$ cat src/rtl/alu_rr_sequencer.sv
// Round-robin sequencer sharing one registered ALU among NREQ requesters.
// One op in flight: IDLE -> ISSUE -> CAPTURE -> RESP; the response waits indefinitely for rsp_ready_i.
module alu_rr_sequencer #(
  parameter int WIDTH = 8,
  parameter int NREQ  = 4,
  localparam int IDW  = $clog2(NREQ)
) (
  input  logic                  clk_i,
  input  logic                  rst_i,
  input  logic [NREQ-1:0]       req_valid_i,
  input  logic [NREQ*WIDTH-1:0] req_a_i,
  input  logic [NREQ*WIDTH-1:0] req_b_i,
  input  logic [NREQ*4-1:0]     req_sel_i,
  output logic [NREQ-1:0]       req_ready_o,
  output logic [WIDTH-1:0]      alu_a_o,
  output logic [WIDTH-1:0]      alu_b_o,
  output logic [3:0]            alu_sel_o,
  input  logic [WIDTH-1:0]      alu_c_i,
  input  logic                  alu_zero_i,
  input  logic                  alu_ovf_i,
  input  logic                  alu_cout_i,
  output logic                  rsp_valid_o,
  input  logic                  rsp_ready_i,
  output logic [IDW-1:0]        rsp_id_o,
  output logic [WIDTH-1:0]      rsp_data_o,
  output logic                  rsp_zero_o,
  output logic                  rsp_ovf_o,
  output logic                  rsp_cout_o
);

  typedef enum logic [1:0] {
    S_IDLE    = 2'd0,
    S_ISSUE   = 2'd1,
    S_CAPTURE = 2'd2,
    S_RESP    = 2'd3
  } state_t;

  state_t           state_q;
  logic [IDW-1:0]   rr_ptr_q;
  logic [IDW-1:0]   rr_ptr_d;
  logic [WIDTH-1:0] op_a_q;
  logic [WIDTH-1:0] op_b_q;
  logic [3:0]       op_sel_q;
  logic [IDW-1:0]   op_id_q;
  logic [WIDTH-1:0] rsp_data_q;
  logic             rsp_valid_q;
  logic             zero_q;
  logic             ovf_q;
  logic             cout_q;

  logic [NREQ-1:0]  grant_oh;
  logic [IDW-1:0]   grant_id;
  logic             any_vld;

  // Scan from rr_ptr upward with wrap; the first valid requester wins.
  always_comb begin
    logic [IDW:0] pos;
    logic [IDW-1:0] idx;
    grant_oh = '0;
    grant_id = '0;
    any_vld  = 1'b0;
    pos      = '0;
    idx      = '0;
    for (int k = 0; k < NREQ; k++) begin
      pos = {1'b0, rr_ptr_q} + (IDW+1)'(k);
      if (pos >= (IDW+1)'(NREQ)) begin
        pos = pos - (IDW+1)'(NREQ);
      end
      idx = pos[IDW-1:0];
      if (!any_vld && req_valid_i[idx]) begin
        any_vld       = 1'b1;
        grant_oh[idx] = 1'b1;
        grant_id      = idx;
      end
    end
  end

  assign rr_ptr_d = (grant_id == IDW'(NREQ-1)) ? '0 : grant_id + IDW'(1);

  always_ff @(posedge clk_i or posedge rst_i) begin
    if (rst_i) begin
      state_q     <= S_IDLE;
      rr_ptr_q    <= '0;
      op_a_q      <= '0;
      op_b_q      <= '0;
      op_sel_q    <= '0;
      op_id_q     <= '0;
      rsp_data_q  <= '0;
      rsp_valid_q <= 1'b0;
      zero_q      <= 1'b0;
      ovf_q       <= 1'b0;
      cout_q      <= 1'b0;
    end else begin
      case (state_q)
        S_IDLE: begin
          if (any_vld) begin
            op_a_q   <= req_a_i[grant_id*WIDTH +: WIDTH];
            op_b_q   <= req_b_i[grant_id*WIDTH +: WIDTH];
            op_sel_q <= req_sel_i[grant_id*4 +: 4];
            op_id_q  <= grant_id;
            rr_ptr_q <= rr_ptr_d;
            state_q  <= S_ISSUE;
          end
        end
        S_ISSUE: begin
          // Flags are combinational from the ALU inputs, so they belong to this cycle,
          // one cycle ahead of the registered result.
          if (op_sel_q[3:2] == 2'b00) begin
            zero_q <= alu_zero_i;
            ovf_q  <= alu_ovf_i;
            cout_q <= alu_cout_i;
          end else begin
            zero_q <= 1'b0;
            ovf_q  <= 1'b0;
            cout_q <= 1'b0;
          end
          state_q <= S_CAPTURE;
        end
        S_CAPTURE: begin
          rsp_data_q  <= alu_c_i;
          rsp_valid_q <= 1'b1;
          state_q     <= S_RESP;
        end
        S_RESP: begin
          if (rsp_ready_i) begin
            rsp_valid_q <= 1'b0;
            state_q     <= S_IDLE;
          end
        end
        default: state_q <= S_IDLE;
      endcase
    end
  end

  assign req_ready_o = (state_q == S_IDLE && !rst_i) ? grant_oh : '0;
  assign alu_a_o     = op_a_q;
  assign alu_b_o     = op_b_q;
  assign alu_sel_o   = op_sel_q;
  assign rsp_valid_o = rsp_valid_q;
  assign rsp_id_o    = op_id_q;
  assign rsp_data_o  = rsp_data_q;
  assign rsp_zero_o  = zero_q;
  assign rsp_ovf_o   = ovf_q;
  assign rsp_cout_o  = cout_q;

endmodule

$ cat config.mk
export PLATFORM = sky130hd
export DESIGN_NAME = alu_rr_sequencer
export DESIGN_NICKNAME = d
export VERILOG_FILES = /design/src/rtl/alu_rr_sequencer.sv
export SDC_FILE = /design/constraint.sdc
export NUM_CORES = 1
export LEC_CHECK = 0
export CORE_MARGIN = 8
export CORE_UTILIZATION = 45
export CTS_CLUSTER_DIAMETER = 50
export DETAILED_ROUTE_END_ITERATION = 7
export PLACE_DENSITY = 0.87
export SYNTH_ARGS = -nofsm -noshare
export SYNTH_HDL_FRONTEND = slang
export SYNTH_SLANG_ARGS = --single-unit
$ cat constraint.sdc
create_clock -name clk_i -period 7.25 [get_ports clk_i]
set_clock_uncertainty 0.05 [all_clocks]
set_input_delay 1.0875 -clock clk_i [delete_from_list [all_inputs] [get_ports clk_i]]
set_output_delay 1.0875 -clock clk_i [all_outputs]
set_load 0.01 [all_outputs]
==> flow_summary.json <==
{
  "status": "finished, final reports clean",
  "postCtsHoldBufs": 0,
  "hold_start": "alu_b_o[7]",
  "clock_latency_ns": 0.30,
  "endpoint_kind": "output pin",
  "setup_viol": 0,
  "antenna_cells": 0,
  "synth.cell_area_um2": 3200,
  "first_global_vias": 3538,
  "final_cell_mix": "clkdlybuf4s50_1 (135), nand2_1 (44), nor3_1 (40), dfrtp_1 (38), o21ai_0 (28)",
  "reg2reg_to": "alu_b_o[6]",
  "synth_mux_area_share_pct": 9.53,
  "period_minus_slack_ns": 5.75,
  "drive_above_1_share_pct": 10.0,
  "synth.distinct_cells": 36,
  "max_cap_violations": 0,
  "layout_commonest_cell": "clkdlybuf4s50_1",
  "p_leak_nw": 1.87,
  "hp-class": "reg2reg",
  "synth_top_family_by_area": "compound AO/OA/AOI/OAI gates",
  "rsz0062_at_grt": "no",
  "layout.cells.non_filler": 585,
  "core_um2": 6830,
  "grt_pass1_wl_um": 17700,
  "synthesis.nets": 488,
  "cts_num_sinks": 38,
  "synth_fa_ha_area_share_pct": 4.69,
  "r2r_cells": 8,
  "synthCells": 378,
  "ys_warn_count": 0,
  "ir_drop_v": 0.000216,
  "tightest_slew_ns": 1.28,
  "ant_nets": 0,
  "clock_path_buffers": 2,
  "cts_max_level": 2,
  "path_class": "reg2out",
  "port_buffers": 135,
  "required_ns": 6.11,
  "cts_setup_buffers": 0,
  "areaGrowthSynthToFinish_pct": 46.8,
  "rows": 30,
  "wl_um": 11100,
  "post_cts_resize_count": 0,
  "synth_top_area_share_pct": 29.7,
  "gp_congestion": 0.819,
  "synth-simple-area-share_pct": 17.2,
  "fin_tns_setup_ns": 0,
  "cp_cell_sequence": "inv_2, ha_1, mux4_2, inv_1, and2_1, a22oi_1, o21ai_0, nor2b_1, clkdlybuf4s50_1",
  "hold_depth": 2,
  "synth_ff_type": "dfrtp_1",
  "p_per_area_nw_per_um2": 452,
  "hpwl_um": 8170,
  "synth_area_leader_cell": "dfrtp_1",
  "worstPathBufferInverterCount": 3,
  "grt_usage_pct": 21.8,
  "async_flop_share_pct": 100,
  "critical_path.top_delay_family": "buffers and inverters",
  "dieArea_um2": 10100,
  "hold_viol_final": 0,
  "drt_iter0_drc": 286,
  "r2r-start": "rr_ptr_q[0]",
  "max_stage_delay_ns": 1.20,
  "fmax_mhz": 174,
  "ys_seq_area_share_pct": 29.7,
  "grt-ovfl-total": 0,
  "die_width_um": 100,
  "via_per_inst": 6.08,
  "ys_ff_latch": 38,
  "slew_violations": 0,
  "start_kind": "flip-flop",
  "fin_crit_sh_pct": 79.3,
  "synth_edf_count": 0,
  "crit_slowest_cell": "dfrtp_1",
  "avgSynthCellArea_um2": 8.47,
  "reg2reg_setup_slack_ns": 2.26,
  "synth-compound-area-share_pct": 31.5,
  "grt_max_degree": 46,
  "arrival_ns": 4.61,
  "nets": 598,
  "io-pin-count": 136,
  "cts_tree": "built",
  "synth.area.top_cells": "dfrtp_1 (30%), nor3_1 (6.3%), o311a_1 (6.3%), a221oi_1 (5.5%), nand2_1 (5.2%)",
  "synth_xor_area_share_pct": 0.273,
  "slew_headroom_pct": 14.9,
  "firstDrtPassIters": 6,
  "fp.dieH_um": 100,
  "numCtsBuffers": 5,
  "whs_endpoint": "alu_b_o[7]",
  "drc": 0,
  "path_max_fanout": 45,
  "clk_pin_slew_ns": 0.08,
  "wl_per_cell_um": 19.0,
  "antenna_found_initial": 0,
  "initial_utilization_pct": 46.9,
  "vias": 3558,
  "cts-root-buf": "clkbuf_8",
  "dpl.cell_count": 577
}
[flip-flops by register name, indices dropped and copies added, names as in the netlist]
name,count
alu_a_o,8
alu_b_o,8
alu_sel_o,4
rr_ptr_q,2
rsp_cout_o,1
rsp_data_o,8
rsp_id_o,2
rsp_ovf_o,1
rsp_valid_o,1
rsp_zero_o,1
state_q,2
[how the worst max path moves through the flow]
stage / from / endpoint / cells past startpoint
global placement: rr_ptr_q[0] / req_ready_o[2] / 9
finish: rr_ptr_q[0] / req_ready_o[2] / 9
global route: rr_ptr_q[0] / req_ready_o[0] / 9
detailed placement: rr_ptr_q[0] / req_ready_o[0] / 9
floorplan: rr_ptr_q[0] / req_ready_o[1] / 11
CTS: rr_ptr_q[0] / req_ready_o[0] / 9
[stage by stage]
stage	instance area (um^2)	hold WS (ns)	utilization (%)	setup slack, ns	total power, W
2_1_floorplan	3200	0.467	-	3.40	0.00142
5_1_grt	4700	0.463	68.8	1.22	0.00228
4_1_cts	4700	0.434	68.8	1.64	0.00212
6_report	4700	0.431	68.8	1.50	0.00212
3_3_place_gp	4560	0.410	66.8	2.12	0.00183
3_5_place_dp	4560	0.418	66.8	1.94	0.00189
[power breakdown]
group	internal (W)	leakage (nW)	switching (W)
Clock	0.000138	0.0683	0.0000855
Combinational	0.000651	1.34	0.000832
Sequential	0.000320	0.462	0.0000973
Total	0.00111	1.87	0.00102
[synth_stat cells (2+ instances only)]
| library cell | instances |
|---|---|
| mux2_2 | 14 |
| a22oi_1 | 8 |
| o31ai_1 | 11 |
| and2_1 | 2 |
| a21oi_1 | 5 |
| a211oi_1 | 21 |
| a221oi_1 | 20 |
| mux4_2 | 3 |
| o21ai_0 | 28 |
| buf_6 | 4 |
| nor2_1 | 26 |
| dfrtp_1 | 38 |
| inv_1 | 10 |
| clkbuf_1 | 26 |
| nand2_1 | 44 |
| ha_1 | 12 |
| o31ai_2 | 9 |
| nor3_1 | 40 |
| nor2b_1 | 4 |
| mux2i_1 | 8 |
| o311a_1 | 20 |
| buf_2 | 9 |
| nand3_1 | 3 |
[per-layer routing]
layer | track usage [%] | part of all wire, % | vias to the layer above
met5 | 0 | 0 | -
met4 | 8.37 | 2.6 | 0
met3 | 6.99 | 9.8 | 28
met2 | 35.7 | 48 | 185
met1 | 25.7 | 40 | 1689
li1 | - | - | 1656
[worst register-to-register path, stage by stage, from the launching register on]
cell	delay [ns]
dfrtp_1	1.20
inv_2	0.65
ha_1	0.69
mux4_2	0.47
nor3_2	0.37
o22a_1	0.65
buf_4	0.42
o311a_1	0.29
o31ai_2	0.08
[area by class of cell]
| cell class | instances | area, um^2 |
|---|---|---|
| Tap cell | 96 | 120 |
| Inverter | 11 | 41.3 |
| Clock buffer | 5 | 68.8 |
| Clock inverter | 3 | 68.8 |
| Multi-Input combinational cell | 290 | 2050 |
| Fill cell | 551 | 2130 |
| Sequential cell | 38 | 951 |
| Timing Repair Buffer | 142 | 1400 |
[kinds of logic (layout without fill, tap and decap cells)]
| kind of cell | Yosys count | after routing |
|---|---|---|
| AO/OA/AOI/OAI | 129 | 129 |
| AND/OR/NAND/NOR | 123 | 123 |
| buffers and inverters | 50 | 161 |
| flip-flops | 38 | 38 |
| multiplexers | 25 | 25 |
| adder cells (fa/ha/maj) | 12 | 12 |
| XOR/XNOR | 1 | 1 |
Power figures use the tool's default switching activity.
